**src/rtl/key_pkg.sv**
```systemverilog
// Shared types and constants for the four-key pushbutton debouncer.
package key_pkg;

    localparam int unsigned NUM_KEYS  = 4;
    localparam int unsigned KEY_UP    = 0;
    localparam int unsigned KEY_DOWN  = 1;
    localparam int unsigned KEY_LEFT  = 2;
    localparam int unsigned KEY_RIGHT = 3;

    // Stopwatch hookup: left toggles run, up clears, down pauses.
    localparam int unsigned SW_EN_KEY    = KEY_LEFT;
    localparam int unsigned SW_CLEAR_KEY = KEY_UP;
    localparam int unsigned SW_PAUSE_KEY = KEY_DOWN;

    typedef enum logic [1:0] {
        StIdle,
        StPressWait,
        StPressed,
        StReleaseWait
    } key_st_t;

endpackage

```
**src/rtl/key_debounce_if.sv**
```systemverilog
// Pushbutton bundle: raw keys in, debounced pulse/level/long-press out.
interface key_debounce_if;

    logic [key_pkg::NUM_KEYS-1:0] key_in;
    logic [key_pkg::NUM_KEYS-1:0] key_pulse;
    logic [key_pkg::NUM_KEYS-1:0] key_state;
    logic [key_pkg::NUM_KEYS-1:0] key_long;

    modport master (
        output key_in,
        input  key_pulse,
        input  key_state,
        input  key_long
    );

    modport slave (
        input  key_in,
        output key_pulse,
        output key_state,
        output key_long
    );

endinterface

```
**src/rtl/key_debounce_ch.sv**
```systemverilog
// One debounce channel: 2-flop synchronizer, press/release FSM, optional long-press timer.
// The long-press timer is built only when KEY_LONG_PRESS_EN is defined.
module key_debounce_ch
    import key_pkg::*;
#(
    parameter int unsigned DEBOUNCE_CYCLES = 2000000,
    parameter int unsigned LONG_CYCLES     = 100000000
) (
    input  logic clk_100mhz,
    input  logic rst,
    input  logic i_key,
    output logic o_pulse,
    output logic o_state,
    output logic o_long
);

    localparam int unsigned      CNT_W    = $clog2(DEBOUNCE_CYCLES + 1);
    localparam logic [CNT_W-1:0] CNT_LAST = CNT_W'(DEBOUNCE_CYCLES - 1);

    if (DEBOUNCE_CYCLES < 2) begin : g_bad_debounce
        $error("DEBOUNCE_CYCLES must be at least 2");
    end
    if (LONG_CYCLES < 1) begin : g_bad_long
        $error("LONG_CYCLES must be at least 1");
    end

    logic             r_sync1, r_sync2, w_key_sync;
    key_st_t          r_st, w_st_nxt;
    logic [CNT_W-1:0] r_cnt, w_cnt_nxt;
    logic             r_pulse, w_pulse_nxt;
    logic             r_state;

    always_ff @(posedge clk_100mhz or posedge rst) begin
        if (rst) begin
            r_sync1 <= 1'b0;
            r_sync2 <= 1'b0;
        end else begin
            r_sync1 <= i_key;
            r_sync2 <= r_sync1;
        end
    end

    assign w_key_sync = r_sync2;

    always_ff @(posedge clk_100mhz or posedge rst) begin
        if (rst) begin
            r_st    <= StIdle;
            r_cnt   <= '0;
            r_pulse <= 1'b0;
            r_state <= 1'b0;
        end else begin
            r_st    <= w_st_nxt;
            r_cnt   <= w_cnt_nxt;
            r_pulse <= w_pulse_nxt;
            r_state <= (w_st_nxt == StPressed) || (w_st_nxt == StReleaseWait);
        end
    end

    // The counter stops at CNT_LAST because reaching it always leaves the wait state.
    always_comb begin
        w_st_nxt    = r_st;
        w_cnt_nxt   = r_cnt;
        w_pulse_nxt = 1'b0;
        unique case (r_st)
            StIdle: begin
                if (w_key_sync) begin
                    w_st_nxt  = StPressWait;
                    w_cnt_nxt = '0;
                end
            end
            StPressWait: begin
                if (!w_key_sync) begin
                    w_st_nxt = StIdle;
                end else if (r_cnt >= CNT_LAST) begin
                    w_st_nxt    = StPressed;
                    w_pulse_nxt = 1'b1;
                end else begin
                    w_cnt_nxt = r_cnt + 1'b1;
                end
            end
            StPressed: begin
                if (!w_key_sync) begin
                    w_st_nxt  = StReleaseWait;
                    w_cnt_nxt = '0;
                end
            end
            StReleaseWait: begin
                if (w_key_sync) begin
                    w_st_nxt = StPressed;
                end else if (r_cnt >= CNT_LAST) begin
                    w_st_nxt = StIdle;
                end else begin
                    w_cnt_nxt = r_cnt + 1'b1;
                end
            end
            default: w_st_nxt = StIdle;
        endcase
    end

    assign o_pulse = r_pulse;
    assign o_state = r_state;

`ifdef KEY_LONG_PRESS_EN
    localparam int unsigned       LONG_W    = $clog2(LONG_CYCLES + 1);
    localparam logic [LONG_W-1:0] LONG_MAX  = LONG_W'(LONG_CYCLES);
    localparam logic [LONG_W-1:0] LONG_LAST = LONG_W'(LONG_CYCLES - 1);

    logic [LONG_W-1:0] r_long_cnt;
    logic              r_long_done, r_long, w_hold;

    // Only cycles that stay in PRESSED count; a release bounce restarts the timer.
    assign w_hold = (r_st == StPressed) && (w_st_nxt == StPressed);

    always_ff @(posedge clk_100mhz or posedge rst) begin
        if (rst) begin
            r_long_cnt  <= '0;
            r_long_done <= 1'b0;
            r_long      <= 1'b0;
        end else begin
            r_long <= 1'b0;
            if (!w_hold) begin
                r_long_cnt <= '0;
            end else if (r_long_cnt < LONG_MAX) begin
                r_long_cnt <= r_long_cnt + 1'b1;
            end
            if (r_st == StIdle) begin
                r_long_done <= 1'b0;
            end else if (w_hold && !r_long_done && (r_long_cnt == LONG_LAST)) begin
                r_long      <= 1'b1;
                r_long_done <= 1'b1;
            end
        end
    end

    assign o_long = r_long;
`else
    assign o_long = 1'b0;
`endif

endmodule

```
**src/rtl/key_debounce.sv**
```systemverilog
// Four independent pushbutton debounce channels behind a key_debounce_if port.
// Define KEY_LONG_PRESS_EN to enable key_long; otherwise it is tied low.
module key_debounce
    import key_pkg::*;
#(
    parameter int unsigned DEBOUNCE_CYCLES = 2000000,
    parameter int unsigned LONG_CYCLES     = 100000000
) (
    input  logic          clk_100mhz,
    input  logic          rst,
    key_debounce_if.slave keys
);

    logic [NUM_KEYS-1:0] w_pulse;
    logic [NUM_KEYS-1:0] w_state;
    logic [NUM_KEYS-1:0] w_long;

    for (genvar g = 0; g < NUM_KEYS; g++) begin : g_ch
        key_debounce_ch #(
            .DEBOUNCE_CYCLES (DEBOUNCE_CYCLES),
            .LONG_CYCLES     (LONG_CYCLES)
        ) u_ch (
            .clk_100mhz (clk_100mhz),
            .rst        (rst),
            .i_key      (keys.key_in[g]),
            .o_pulse    (w_pulse[g]),
            .o_state    (w_state[g]),
            .o_long     (w_long[g])
        );
    end

    assign keys.key_pulse = w_pulse;
    assign keys.key_state = w_state;
    assign keys.key_long  = w_long;

endmodule

```
**src/flat_wrapper.sv**
```systemverilog
// flat-port wrapper written by rule: the top's interface ports become plain ports
module key_debounce_flat import key_pkg::*;
#(
    parameter int unsigned DEBOUNCE_CYCLES = 2000000,
    parameter int unsigned LONG_CYCLES     = 100000000
)
  (clk_100mhz, rst, keys_key_in, keys_key_pulse, keys_key_state, keys_key_long);
  key_debounce_if keys_i ();
  input  logic clk_100mhz;
  input  logic rst;
  input wire logic [$bits(keys_i.key_in)-1:0] keys_key_in;
  output wire logic [$bits(keys_i.key_pulse)-1:0] keys_key_pulse;
  output wire logic [$bits(keys_i.key_state)-1:0] keys_key_state;
  output wire logic [$bits(keys_i.key_long)-1:0] keys_key_long;
  assign keys_i.key_in = keys_key_in;
  assign keys_key_pulse = keys_i.key_pulse;
  assign keys_key_state = keys_i.key_state;
  assign keys_key_long = keys_i.key_long;
  key_debounce #(.DEBOUNCE_CYCLES(DEBOUNCE_CYCLES), .LONG_CYCLES(LONG_CYCLES)) u_core (.clk_100mhz(clk_100mhz), .rst(rst), .keys(keys_i));
endmodule
```
**config.mk**
```make
export PLATFORM = sky130hd
export DESIGN_NAME = key_debounce_flat
export DESIGN_NICKNAME = d
export VERILOG_FILES = /design/src/rtl/key_pkg.sv /design/src/rtl/key_debounce_if.sv /design/src/rtl/key_debounce_ch.sv /design/src/rtl/key_debounce.sv /design/src/flat_wrapper.sv
export SDC_FILE = /design/constraint.sdc
export NUM_CORES = 1
export LEC_CHECK = 0
export CORE_MARGIN = 1
export CORE_UTILIZATION = 56
export DETAILED_ROUTE_END_ITERATION = 10
export PLACE_DENSITY = 0.79
export SKIP_LAST_GASP = 1
export SYNTH_ARGS = -nofsm -noshare
export SYNTH_HDL_FRONTEND = slang
export SYNTH_SLANG_ARGS = --single-unit
```
**constraint.sdc**
```tcl
create_clock -name clk_100mhz -period 4.4 [get_ports clk_100mhz]
set_clock_uncertainty 0.15 [all_clocks]
set_input_delay 1.32 -clock clk_100mhz [delete_from_list [all_inputs] [get_ports clk_100mhz]]
set_output_delay 1.32 -clock clk_100mhz [all_outputs]
set_load 0.05 [all_outputs]
```
# --- Word-level counts from Yosys, hierarchy flattened ---
# Index checks and enable logic that the tools add are counted.
classes:
  add_sub_neg: 4
  n_lt_le_gt_ge: 4
  n_eq_ne: 36
  mux: 64
  n_reduce_logical: 12
op_table:
  columns: ["op", "n"]
  rows:
  - ["$mux W21", 20]
  - ["$pmux W21 S4", 4]
  - ["$add A21 B1 Y21 const B", 4]
  - ["$ge A21 B21 Y1 const B", 4]
  - ["$mux W2", 24]
  - ["$eq A2 B2 Y1 const B", 16]
  - ["$ne A2 B2 Y1 const B", 16]
  - ["$pmux W2 S4", 4]
  - ["$reduce_and A4 Y1", 4]
  - ["$mux W1", 12]
  - ["$eq A2 B1 Y1 const B", 4]
  - ["$logic_not A2 Y1", 4]
  - ["$logic_or A1 B1 Y1", 4]
totals:
  register_bits: 108
  input_bits: 6
  out_inout_bits: 12
  word_cells: 144

# --- Depth between registers and ports, before layout ---
# Gate-level depths: netlist (run 1).
depth:
  ltp_word: 6
  ltp_mapped: 9
  ltp_nobuf: 8

# --- By module ---
# Synthesis (run 1) repeated with hierarchy kept, for this count alone.
hier_totals:
  cells_unflattened: 590
  area_unflattened_um2: 5711.7
modules_own_cells:
  columns: ["module", "instances", "cells_per_inst", "area_per_inst_um2", "seq_area_each_um2"]
  rows:
  - ["key_debounce_ch at u_core.g_ch[0].u_ch ...", 3, 145, 1403.8, 650.6]
  - ["key_debounce_ch at u_core.g_ch[3].u_ch", 1, 155, 1500.2, 675.6]

# --- Worst setup path before layout (run 1) ---
# Ideal clock, no wire load.
synth_timing:
  path_kind: "reg-to-reg"
  startpoint: "reg u_core.g_ch[1].u_ch.r_cnt[14]"
  endpoint: "reg u_core.g_ch[1].u_ch.r_cnt[14]"
  setup_ns: 0.066
  arrival_time_ns: 2.227
  required_ns: 4.184
  path_slack_ns: 1.957
  path_stages_with_launch: 6
  n_path_buf: 0
  period_less_slack_ns: 2.443
  path_cell_list: "dfrtp_1 or4_4 a211o_1 a311o_1 or4_1 nand2_1"
synth_between:
  elab_chain_cells: 4
  word_cells_on_any_way: 6
  cone_classes: "add/sub: 1; order compare: 1; mux: 4"
synth_rtl:
  columns: ["element", "line_no", "rtl"]
  rows:
  - ["start: declaration", "key_debounce_ch.sv:29", "logic [CNT_W-1:0] r_cnt, w_cnt_nxt;"]
  - ["start signal: assignment", "key_debounce_ch.sv:53", "r_cnt <= w_cnt_nxt;"]
  - ["$add A21 B1 Y21 / $ge A21 B21 Y1 (equally long branches)", null, null]
  - ["$mux W21 *", "key_debounce_ch.sv:74, key_debounce_ch.sv:90", null]
  - ["$mux W21 (on tied branches)", "key_debounce_ch.sv:88, key_debounce_ch.sv:72", null]
  - ["$pmux W21 S4 *", "key_debounce_ch.sv:64", "unique case (r_st)"]
# Every way passes the cells marked *; elsewhere a longest branch is shown, timed or not. The select of a mux whose other input is x is not followed.
# A chain may end at the register's enable or synchronous reset.

# --- Worst setup path in the final report (run 1) ---
layout_timing:
  startpoint: "reg u_core.g_ch[1].u_ch.r_state"
  endpoint: "out keys_key_state[1]"
layout_lines:
  columns: ["element", "line_no", "rtl"]
  rows:
  - ["start: declaration", "key_debounce_ch.sv:31", "logic r_state;"]
  - ["start signal: assignment", "key_debounce_ch.sv:55", "r_state <= (w_st_nxt == StPressed) || (w_st_nxt == StReleaseWait);"]
  - ["end: declaration", "flat_wrapper.sv:13", "output wire logic [$bits(keys_i.key_state)-1:0] keys_key_state;"]
# No word-level cell between the ends.

==> metrics.md, run 1 <==
| Metric | Value |
|---|---|
| Nets@finish | `645` |
| Type of element launching the critical path | `register` |
| Maximum ir drop on the vdd rail | `164 uV` |
| Nature of the critical path endpoint | `primary output` |
| Register bit count reported by yosys | `108` |
| Mapped Avg Cell Area | `9.23 um^2` |
| Synth Flop Type | `dfrtp_1` |
| Number of top-level pins | `18` |
| Achievable clock frequency | `332 MHz` |
| Highest fanout seen on the critical path | `1` |
| Number of DRC violations after detailed-routing iteration 0 | `290` |
| Final RePlAce weighted congestion | `0.937` |
| Number of buffers and inverters on the critical path | `1` |
| HP Class | `reg -> reg` |
| Number of input and output port buffers inserted | `13` |
| CTS max path bufs | `2` |
| Final Max Slew Viols | `0` |
| Via count of the first global-routing pass | `4769` |
| Area added between synthesis and finish | `6.19%` |
| First-pass detailed-route iteration total | `5` |
| Final setup vio count | `0` |
| Horizontal die dimension | `105 um` |
| RSZ-0062 raised after global routing | `no` |
| Layout cells sized above 1 | `6.56%` |
| Hold violation count in the final report | `0` |
| Number of cells produced by synthesis | `641` |
| Total wirelength of the detailed-routed design | `12000 um` |
| Initial standard-cell utilization of the core | `57.6%` |
| Data required time of the worst path | `2.93 ns` |
| Largest stage delay on the critical path | `0.81 ns` |
| Number of enable-type register cells in the synthesized netlist | `0` |
| Outcome | `completed` |
| Initial antenna violation count | `0` |
| Remaining number of nets flagged by the antenna check after routing | `0` |
| Number of clock sinks | `108` |
| Clock tree from TritonCTS | `done` |
| Buffers inserted during post-CTS setup optimization | `0` |
| Data arrival at the endpoint of the critical path | `1.54 ns` |
| Overall Global Routing Usage | `23.4%` |
| Share of synthesized registers carrying an async set or reset | `100%` |
| Core ar. | `0.0103 mm^2` |
| Max stage delay cell, worst path | `clkdlybuf4s50_1` |
| Slew of the pin with the lowest slew margin | `1.03 ns` |
| Cell chosen for the clock root | `clkbuf_8` |
| Cell type with the largest total area after synthesis | `dfrtp_1` |
| Power density of the placed cells | `287 mW/mm^2` |
| Clock-pin slew on the worst setup and hold paths | `0.10 ns` |
| GRT Residual Overflow | `0` |
| Via count | `4875` |
| Number of synthesis warnings | `0` |
| Maximum number of pins on one net before global-route repair | `57` |
| Clock buffers created by TritonCTS | `9` |
| Setup Total Neg Slack | `0 ns` |
| Clock latency on the worst-skew pair | `0.37 ns` |
| Die footprint | `0.0110 mm^2` |
| DRC violations left | `0` |
| Portion of synthesized cell area occupied by the leading cell type | `45.7%` |
| Tightest slew margin relative to the limit | `30.5%` |
| Maxcap violations | `0` |
| Cell row count | `37` |
| Most frequently used cell type in the post-synthesis netlist | `dfrtp_1` |
| Most area-consuming cells after synthesis | `dfrtp_1, nand2_1, nand3_1` |
| Number of instances resized during post-cts repair | `0` |
| Fin crit period | `3.01 ns` |
| Placed wire-length estimate | `8240 um` |
| Syn Std Cell Area | `0.00592 mm^2` |
| Total inserted antenna cells | `0` |
| Proportion of synthesized chip area in sequential cells | `45.7%` |
| Vert. Die Dim | `105 um` |
| Non-Filler Instances | `776` |
| Synth unique cells | `63` |
| Critical path class | `reg -> out` |
| Placed cell count | `760` |
| Fraction of the cycle the final worst path needs | `68.5%` |
| Series of cell instances along the critical path | `clkdlybuf4s50_1` |
| Leading cell types by count after synthesis | `dfrtp_1, nand2_1, nand3_1, nor2_1, o21ai_0` |
| First-pass GRT wire length | `21200 um` |
| H-tree level count | `3` |
| Ratio of routed vias to standard cells | `6.28` |
| CTS hold repair buffers | `0` |
| Leakage component of the power | `2.66 nW` |
| Wirelength per Cell | `15.5 um` |
| Cell family with the largest share of critical-path delay | `buffers and inverters` |
| Worst Setup Slack, final | `1.39 ns` |
| Placement-stage worst setup slack | `1.66 ns` |
==> registers in the layout (all words and copies together), names as in the netlist <==
signal                    cells
u_core.g_ch.u_ch.r_sync2      4
u_core.g_ch.u_ch.r_cnt       84
u_core.g_ch.u_ch.r_sync1      4
u_core.g_ch.u_ch.o_state      4
u_core.g_ch.u_ch.o_pulse      4
u_core.g_ch.u_ch.r_st         8
==> layer usage <==
layer	up-vias	GRT usage [%]	routed length [um]
met5	-	0	0
met1	2372	31.5	5730
met4	0	9.96	180
met3	20	4.24	425
met2	114	37.5	5680
li1	2369	-	-
==> worst reg2reg max path, stage by stage (launching register included) <==
cell     delay [ns]
dfrtp_1        0.41
nor4_1         0.46
and2_1         0.21
a31oi_2        0.17
nor3_1         0.88
mux2_2         0.42
==> stage by stage <==
step                hold WS (ns)  power (mW)  instance area, um^2  utilization (%)
floorplan                  0.181        1.21                 5930                -
global placement           0.196        1.24                 6100             59.3
detailed placement         0.189        1.25                 6100             59.3
CTS                        0.218        1.82                 6280             61.2
global route               0.227        1.89                 6280             61.2
finish                     0.210        1.80                 6280             61.2
==> cell type report <==
cell class                      instances  area, um^2
Fill cell                             871        3990
Clock inverter                          6        47.5
Tap cell                              136         170
Multi-Input combinational cell        479        2970
Timing Repair Buffer                   18         180
Clock buffer                           10         138
Inverter                               19        73.8
Sequential cell                       108        2700
==> path summary, 6_finish.rpt <==
kind                                                           start                                        end  slack (ns)  cells after the start
min                            u_core.g_ch[2].u_ch.r_sync1$_DFF_PP0_      u_core.g_ch[2].u_ch.r_sync2$_DFF_PP0_        0.21                      0
min reg2reg                    u_core.g_ch[2].u_ch.r_sync1$_DFF_PP0_      u_core.g_ch[2].u_ch.r_sync2$_DFF_PP0_        0.21                      0
max                            u_core.g_ch[1].u_ch.o_state$_DFF_PP0_                          keys_key_state[1]        1.39                      1
max in group asynchronous                                        rst  u_core.g_ch[0].u_ch.r_cnt[12]$_DFFE_PP0P_        2.12                      3
min in group asynchronous                                        rst      u_core.g_ch[1].u_ch.o_state$_DFF_PP0_        1.26                      2
max reg2reg                u_core.g_ch[0].u_ch.r_cnt[12]$_DFFE_PP0P_      u_core.g_ch[0].u_ch.o_state$_DFF_PP0_        1.59                      5
==> report_power, final <==
| part | total (mW) | switching, mW | internal (mW) | leakage, nW |
|---|---|---|---|---|
| sequential | 1.08 | 0.0543 | 1.03 | 1.47 |
| combinational | 0.146 | 0.0932 | 0.0527 | 1.11 |
| clock | 0.571 | 0.344 | 0.227 | 0.0933 |
| total | 1.80 | 0.492 | 1.31 | 2.66 |
==> cell families (layout without fill, tap and decap cells) <==
| kind of cell | Yosys count | in the layout | share of synthesized area (%) |
|---|---|---|---|
| AND/OR/NAND/NOR | 290 | 290 | 26.3 |
| XOR/XNOR | 22 | 22 | 3.26 |
| adder cells (fa/ha/maj) | 4 | 4 | 0.846 |
| buffers and inverters | 57 | 53 | 4.42 |
| AO/OA/AOI/OAI | 151 | 151 | 17.9 |
| flip-flops | 108 | 108 | 45.7 |
| multiplexers | 8 | 8 | 1.52 |
| other | 1 | 4 | 0.0634 |
==> cell usage in the layout, fill, tap and decap left out, types with 9 or more instances in the layout <==
| cell type | n |
|---|---|
| dfrtp_1 | 108 |
| nand2_1 | 70 |
| nand3_1 | 49 |
| nor2_1 | 38 |
| o21ai_0 | 30 |
| a21oi_1 | 29 |
| o211ai_1 | 23 |
| nand4_1 | 22 |
| or4_1 | 18 |
| inv_1 | 18 |
| and3_1 | 15 |
| or3_1 | 15 |
| nor3_1 | 13 |
| clkdlybuf4s50_1 | 13 |
| xnor2_1 | 12 |
| clkbuf_8 | 10 |
| o21a_1 | 9 |
| xor2_1 | 9 |
Power figures use the tool's default switching activity.
==> inputs of run 2 (changes only) <==
Settings changed: CORE_UTILIZATION 56 to 62, PLACE_DENSITY 0.79 to 0.82.
Clock period 4.4 ns to 2.9 ns, I/O delays scaled along.
==> run 2 against run 1 <==
Compared with the run above:
- non-clock buffer count rose by 8
- combinational power increased by 60%
- first-iteration DRC count shrank 17%
- total power increased by 59%
- global-route usage rose by 3.5 points
- final cell count grew 0.13%
- critical path depth grew 6
- sequential share of layout area down 0.67 points
- hold slack worse by 0.00052 ns
- count of clock-buffer cells in the layout down 1
- final area increased by 1.6%
- die area fell by 9.5%
- critical path type is now reg -> reg
==> metrics.md, run 2 (same netlist as run 1, synthesis figures left out) <==
| Metric | Value |
|---|---|
| Outcome | `completed` |
| Number of top-level pins | `18 (unchanged)` |
| Nature of the critical path endpoint | `register` |
| First-pass detailed-route iteration total | `5 (unchanged)` |
| Maxcap violations | `0 (unchanged)` |
| Hold slack final | `0.210 ns (-0.000525 ns)` |
| First-pass GRT wire length | `21900 um (+3.3%)` |
| Nets@finish | `653 (+1.2%)` |
| Number of clock sinks | `108 (unchanged)` |
| Initial standard-cell utilization of the core | `64.0% (+6.5 points)` |
| Placed cell count | `761 (+0.13%)` |
| Clock-pin slew on the worst setup and hold paths | `0.12 ns (+0.02 ns)` |
| Total wirelength of the detailed-routed design | `12300 um (+2.7%)` |
| Overall Global Routing Usage | `27.0% (+3.5 points)` |
| Largest stage delay on the critical path | `0.52 ns (-0.29 ns)` |
| Power density of the placed cells | `449 mW/mm^2 (+57%)` |
| Clock latency on the worst-skew pair | `0.37 ns (about the same)` |
| Top Registers | `u_core.g_ch.u_ch.r_cnt x84, u_core.g_ch.u_ch.r_st x8` |
| Vert. Die Dim | `99.7 um (-4.9%)` |
| Clock buffers created by TritonCTS | `9 (unchanged)` |
| Tightest slew margin relative to the limit | `52.0% (+21 points)` |
| Die footprint | `0.00994 mm^2 (-9.5%)` |
| Post-layout utilization of the core | `69.1% (+7.9 points)` |
| Commonest non-fill, non-tap cell in the layout | `dfrtp_1` |
| DRC violations left | `0 (unchanged)` |
| Data required time of the worst path | `3.06 ns (+0.13 ns)` |
| Cell chosen for the clock root | `clkbuf_8` |
| Achievable clock frequency | `379 MHz` |
| Multi-input combinational cell area | `0.00298 mm^2 (+0.13%)` |
| Worst Setup Slack, final | `0.264 ns (-1.12 ns)` |
| Number of DRC violations after detailed-routing iteration 0 | `240 (-17%)` |
| Maximum number of pins on one net before global-route repair | `36 (-37%)` |
| Setup Total Neg Slack | `0 ns (unchanged)` |
| Non-Filler Instances | `777 (+0.13%)` |
| Clock tree from TritonCTS | `done` |
| Flip-flop and latch area | `0.00270 mm^2 (unchanged)` |
| Via count of the first global-routing pass | `4896 (+2.7%)` |
| Fin crit period | `2.64 ns` |
| H-tree level count | `3 (unchanged)` |
| Placement-stage worst setup slack | `0.274 ns (-1.38 ns)` |
| Highest fanout seen on the critical path | `11 (+10)` |
| Slew of the pin with the lowest slew margin | `0.717 ns (-0.317 ns)` |
| Max FFs per register | `84 (unchanged)` |
| Horizontal die dimension | `99.7 um (-4.9%)` |
| Fill cell total of the finished layout | `710 (-18%)` |
| Layout cells sized above 1 | `7.87% (+1.3 points)` |
| Fraction of the cycle the final worst path needs | `90.9%` |
| CTS max path bufs | `2 (unchanged)` |
| Number of instances resized during post-cts repair | `0 (unchanged)` |
| Data arrival at the endpoint of the critical path | `2.79 ns (+1.25 ns)` |
| Area added between synthesis and finish | `7.89%` |
| Remaining number of nets flagged by the antenna check after routing | `0 (unchanged)` |
| Leading cell types in the layout, fill and taps excluded | `dfrtp_1, nand2_1, nand3_1` |
| Series of cell instances along the critical path | `or4_1 > a211oi_1 > o211a_1 > nor3_1 > buf_4 > or4_1 > nand3_1` |
| Type of element launching the critical path | `register` |
| Initial antenna violation count | `0 (unchanged)` |
| Core ar. | `0.00924 mm^2 (-10%)` |
| Placed wire-length estimate | `8470 um (+2.8%)` |
| Total design power | `2.87 mW (+59%)` |
| Ratio of routed vias to standard cells | `6.49 (+3.3%)` |
| Critical path class | `reg -> reg` |
| HP Class | `reg -> reg` |
| Via count | `5041 (+3.4%)` |
| Most Frequent Cell on Critical Path | `or4_1` |
| Buffers inserted during post-CTS setup optimization | `0 (unchanged)` |
| Maximum ir drop on the vdd rail | `292 uV (+78%)` |
| Final Max Slew Viols | `0 (unchanged)` |
| Hold violation count in the final report | `0 (unchanged)` |
| RSZ-0062 raised after global routing | `no` |
| Cell row count | `35 (-5.4%)` |
| GRT Residual Overflow | `0 (unchanged)` |
| Largest register by flop count | `u_core.g_ch.u_ch.r_cnt` |
| Leakage component of the power | `2.72 nW (+2.1%)` |
| CTS hold repair buffers | `0 (unchanged)` |
| Max stage delay cell, worst path | `or4_1` |
| Number of input and output port buffers inserted | `13 (unchanged)` |
| Fin area | `0.00638 mm^2 (+1.6%)` |
| Wirelength per Cell | `15.9 um (+2.6%)` |
| Final setup vio count | `0 (unchanged)` |
| Final RePlAce weighted congestion | `0.870 (-7.2%)` |
| Area of placed instances | `0.00616 mm^2 (+1.1%)` |
| Total inserted antenna cells | `0 (unchanged)` |
==> run 2: critical path: cells and delay by family, from the launching register on <==
family | cells | cell delay (ns)
flops | 1 | 0.48
simple gates | 4 | 1.19
compound gates | 2 | 0.56
buf+inv | 1 | 0.19
==> run 2: path summary, 6_finish.rpt <==
kind | cells past startpoint | to | startpoint | slack (ns)
setup / recovery | 7 | u_core.g_ch[3].u_ch.r_cnt[16]$_DFFE_PP0P_ | u_core.g_ch[3].u_ch.r_cnt[9]$_DFFE_PP0P_ | 0.26
hold / removal | 0 | u_core.g_ch[2].u_ch.r_sync2$_DFF_PP0_ | u_core.g_ch[2].u_ch.r_sync1$_DFF_PP0_ | 0.21
setup reg to reg | 7 | u_core.g_ch[3].u_ch.r_cnt[16]$_DFFE_PP0P_ | u_core.g_ch[3].u_ch.r_cnt[9]$_DFFE_PP0P_ | 0.26
hold reg to reg | 0 | u_core.g_ch[2].u_ch.r_sync2$_DFF_PP0_ | u_core.g_ch[2].u_ch.r_sync1$_DFF_PP0_ | 0.21
max in group asynchronous | 3 | u_core.g_ch[3].u_ch.o_pulse$_DFF_PP0_ | rst | 1.31
min in group asynchronous | 2 | u_core.g_ch[1].u_ch.r_cnt[8]$_DFFE_PP0P_ | rst | 0.70
==> run 2: final cells by class <==
cell class	instances	area share, %
Timing Repair Buffer	26	3.96
Clock inverter	7	1.45
Inverter	19	1.18
Sequential cell	108	42.3
Multi-Input combinational cell	479	46.6
Tap cell	129	2.53
Clock buffer	9	1.94
==> run 2: report_power, final <==
part           switching [mW]  internal [mW]  leakage [nW]
sequential             0.0853           1.56          1.47
clock                   0.564          0.424         0.109
combinational           0.147         0.0858          1.15
==> run 2: per-layer routing <==
metal | track usage (%) | vias to the layer above | part of all wire (%)
li1 | - | 2392 | -
met4 | 9.95 | 0 | 1.7
met2 | 43.9 | 145 | 49
met5 | 0 | - | 0
met3 | 4.78 | 29 | 4.3
met1 | 36.3 | 2475 | 45
==> inputs of run 3 (changes only) <==
Settings changed: CTS_BUF_LIST from default to sky130_fd_sc_hd__clkbuf_16, GPL_TIMING_DRIVEN from default to 0.
==> run 3 against run 2 <==
Compared with the run above:
- first-iteration DRC count is 14% higher
- clock power increased by 17%
- setup slack worse by 0.066 ns
- critical path type unchanged
- routed wire length grew 9.4%
- fmax decreased by 2.5%
- largest power group unchanged
- register-to-register slack lost 0.07 ns
- critical endpoint is now u_core.g_ch[1].u_ch.r_cnt[5]$_DFFE_PP0P_
- sequential share of layout area fell by 1.1 points
- combinational power is 6% higher
- non-clock buffer count is 27 higher
- hold slack got worse by 0.0092 ns
- final cell count up 3.5%
==> metrics.md, run 3 (same netlist as run 1, synthesis figures left out) <==
| Metric | Value |
|---|---|
| Max FFs per register | `84 (unchanged)` |
| Number of clock sinks | `108 (unchanged)` |
| Tightest slew margin relative to the limit | `50.1% (-1.9 points)` |
| Fin crit period | `2.70 ns (+0.0664 ns)` |
| Via count of the first global-routing pass | `5027 (+2.7%)` |
| Area added between synthesis and finish | `10.9%` |
| Flip-flop and latch area | `0.00270 mm^2 (unchanged)` |
| Initial antenna violation count | `0 (unchanged)` |
| Top layer reached by signal wires | `met4` |
| Cell chosen for the clock root | `clkbuf_16` |
| Critical path class | `reg -> reg` |
| Placement-stage worst setup slack | `0.222 ns (-0.0528 ns)` |
| First-pass detailed-route iteration total | `5 (unchanged)` |
| Maximum ir drop on the vdd rail | `438 uV (+50%)` |
| Total design power | `3.05 mW (+6.2%)` |
| Initial standard-cell utilization of the core | `64.0% (unchanged)` |
| Layout cells sized above 1 | `8.00% (+0.13 points)` |
| Non-Filler Instances | `804 (+3.5%)` |
| Number of instances resized during post-cts repair | `0 (unchanged)` |
| Worst R2R Setup Slack | `0.20 ns (-0.07 ns)` |
| Clock buffers created by TritonCTS | `9 (unchanged)` |
| Worst reg2reg startpoint | `u_core.g_ch[1].u_ch.r_cnt[14]$_DFFE_PP0P_` |
| Reg2reg end | `u_core.g_ch[1].u_ch.r_cnt[5]$_DFFE_PP0P_` |
| Vert. Die Dim | `99.7 um (unchanged)` |
| HP Class | `reg -> reg` |
| Highest fanout seen on the critical path | `10 (-1)` |
| Type of element launching the critical path | `register` |
| Number of top-level pins | `18 (unchanged)` |
| Met1 Routed Length | `5760 um (+3.5%)` |
| Wire length on met3 | `785 um (+46%)` |
| Placed cell count | `788 (+3.5%)` |
| Final setup vio count | `0 (unchanged)` |
| Clock latency on the worst-skew pair | `0.35 ns (-0.02 ns)` |
| Path depth of the worst reg2reg path | `7 (unchanged)` |
| Data arrival at the endpoint of the critical path | `2.79 ns (about the same)` |
| Commonest non-fill, non-tap cell in the layout | `dfrtp_1` |
| DRC violations left | `0 (unchanged)` |
| Data required time of the worst path | `2.99 ns (-0.07 ns)` |
| Nature of the critical path endpoint | `register` |
| Final Max Slew Viols | `0 (unchanged)` |
| Number of DRC violations after detailed-routing iteration 0 | `274 (+14%)` |
| Hold slack final | `0.200 ns (-0.00919 ns)` |
| CTS max path bufs | `2 (unchanged)` |
| Ratio of routed vias to standard cells | `6.52 (+0.55%)` |
| Outcome | `completed` |
| Cell row count | `35 (unchanged)` |
| RSZ-0062 raised after global routing | `no` |
| Capture point of the critical path | `u_core.g_ch[1].u_ch.r_cnt[5]$_DFFE_PP0P_` |
| Largest register by flop count | `u_core.g_ch.u_ch.r_cnt` |
| Remaining number of nets flagged by the antenna check after routing | `0 (unchanged)` |
| Total wirelength of the detailed-routed design | `13500 um (+9.4%)` |
| CTS hold repair buffers | `0 (unchanged)` |
| Clock-pin slew on the worst setup and hold paths | `0.07 ns (-0.05 ns)` |
| Top Registers | `u_core.g_ch.u_ch.r_cnt x84, u_core.g_ch.u_ch.r_st x8` |
| Met2 layer wire length in the routed design | `6650 um (+10%)` |
| H-tree level count | `3 (unchanged)` |
| Die footprint | `0.00994 mm^2 (unchanged)` |
| Core ar. | `0.00924 mm^2 (unchanged)` |
| Nets@finish | `680 (+4.1%)` |
| Fraction of the cycle the final worst path needs | `93.2% (+2.3 points)` |
| Overall Global Routing Usage | `28.7% (+1.8 points)` |
| Wirelength per Cell | `16.8 um (+5.7%)` |
| Via count | `5245 (+4.0%)` |
| Cells on Worst Hold Path | `0 (unchanged)` |
| Fill cell total of the finished layout | `681 (-4.1%)` |
| Placed wire-length estimate | `9080 um (+7.2%)` |
| Final RePlAce weighted congestion | `0.878 (+0.89%)` |
| Leading cell types in the layout, fill and taps excluded | `dfrtp_1, nand2_1, nand3_1` |
| Horizontal die dimension | `99.7 um (unchanged)` |
| Number of input and output port buffers inserted | `13 (unchanged)` |
| GRT Residual Overflow | `0 (unchanged)` |
| Hold violation count in the final report | `0 (unchanged)` |
| Power density of the placed cells | `464 mW/mm^2 (+3.3%)` |
| Achievable clock frequency | `370 MHz (-2.5%)` |
| Clock tree from TritonCTS | `done` |
| Critical path launch point | `u_core.g_ch[1].u_ch.r_cnt[14]$_DFFE_PP0P_` |
| Worst Setup Slack, final | `0.198 ns (-0.0664 ns)` |
| Maxcap violations | `0 (unchanged)` |
| Total inserted antenna cells | `0 (unchanged)` |
| Buffers inserted during post-CTS setup optimization | `0 (unchanged)` |
| Multi-input combinational cell area | `0.00299 mm^2 (+0.29%)` |
| Slew of the pin with the lowest slew margin | `0.743 ns (+0.0252 ns)` |
| Maximum number of pins on one net before global-route repair | `45 (+25%)` |
| First-pass GRT wire length | `22900 um (+4.3%)` |
| Leakage component of the power | `2.79 nW (+2.5%)` |
-- run 3: cell count changes in the layout (fill, tap and decap cells not counted), sizes merged --
cell,change
buf,+3
bufinv,-1
clkbuf,+24
clkinv,+3
clkinvlp,+1
inv,-3
-- run 3: critical path, cell delays in order, from the launching register on --
cell and delay (ns):
dfrtp_1 0.43, or4_4 0.57, a211o_1 0.36, a31o_1 0.23, nand2_1 0.15, buf_2 0.26, nand4_1 0.13, a221o_1 0.31
-- run 3: worst min-delay path by stage --
stage | slack [ns] | endpoint | from
global route | 0.21 | u_core.g_ch[2].u_ch.r_sync2$_DFF_PP0_ | u_core.g_ch[2].u_ch.r_sync1$_DFF_PP0_
CTS | 0.20 | u_core.g_ch[2].u_ch.r_sync2$_DFF_PP0_ | u_core.g_ch[2].u_ch.r_sync1$_DFF_PP0_
global placement | 0.19 | u_core.g_ch[2].u_ch.r_sync2$_DFF_PP0_ | u_core.g_ch[2].u_ch.r_sync1$_DFF_PP0_
finish | 0.20 | u_core.g_ch[2].u_ch.r_sync2$_DFF_PP0_ | u_core.g_ch[2].u_ch.r_sync1$_DFF_PP0_
floorplan | 0.18 | u_core.g_ch[0].u_ch.r_sync2$_DFF_PP0_ | u_core.g_ch[0].u_ch.r_sync1$_DFF_PP0_
detailed placement | 0.19 | u_core.g_ch[2].u_ch.r_sync2$_DFF_PP0_ | u_core.g_ch[2].u_ch.r_sync1$_DFF_PP0_
-- run 3: where the power goes --
| group | total, mW | internal [mW] | leakage [nW] | switching [mW] |
|---|---|---|---|---|
| Sequential | 1.64 | 1.56 | 1.47 | 0.0797 |
| Combinational | 0.248 | 0.0881 | 1.19 | 0.159 |
| Clock | 1.16 | 0.586 | 0.133 | 0.571 |
| Total | 3.05 | 2.24 | 2.79 | 0.810 |
-- run 3: metal layers --
metal	vias to the layer above	global-route usage [%]
met1	2560	36.3
li1	2448	-
met2	202	48.8
met5	-	0
met3	35	5.76
met4	0	11.1
-- run 3: area by class of cell --
class                   count  area share (%)
plain buffers              38            2.90
clock buffers               9            3.43
clock inverters             7           0.782
inverters                  19            1.14
multi-input cells         479            45.5
flip-flops and latches    108            41.2
well taps                 129            2.46
repair buffers             15            2.59
-- run 3: through the flow --
stage	setup TNS, ns	cell area [um^2]	util, %
after CTS	0	6540	70.8
after global routing	0	6560	71.0
final	0	6560	71.0
after floorplan	0	5930	-
after detailed placement	0	6260	67.8
after global placement	-47.95	6220	67.4
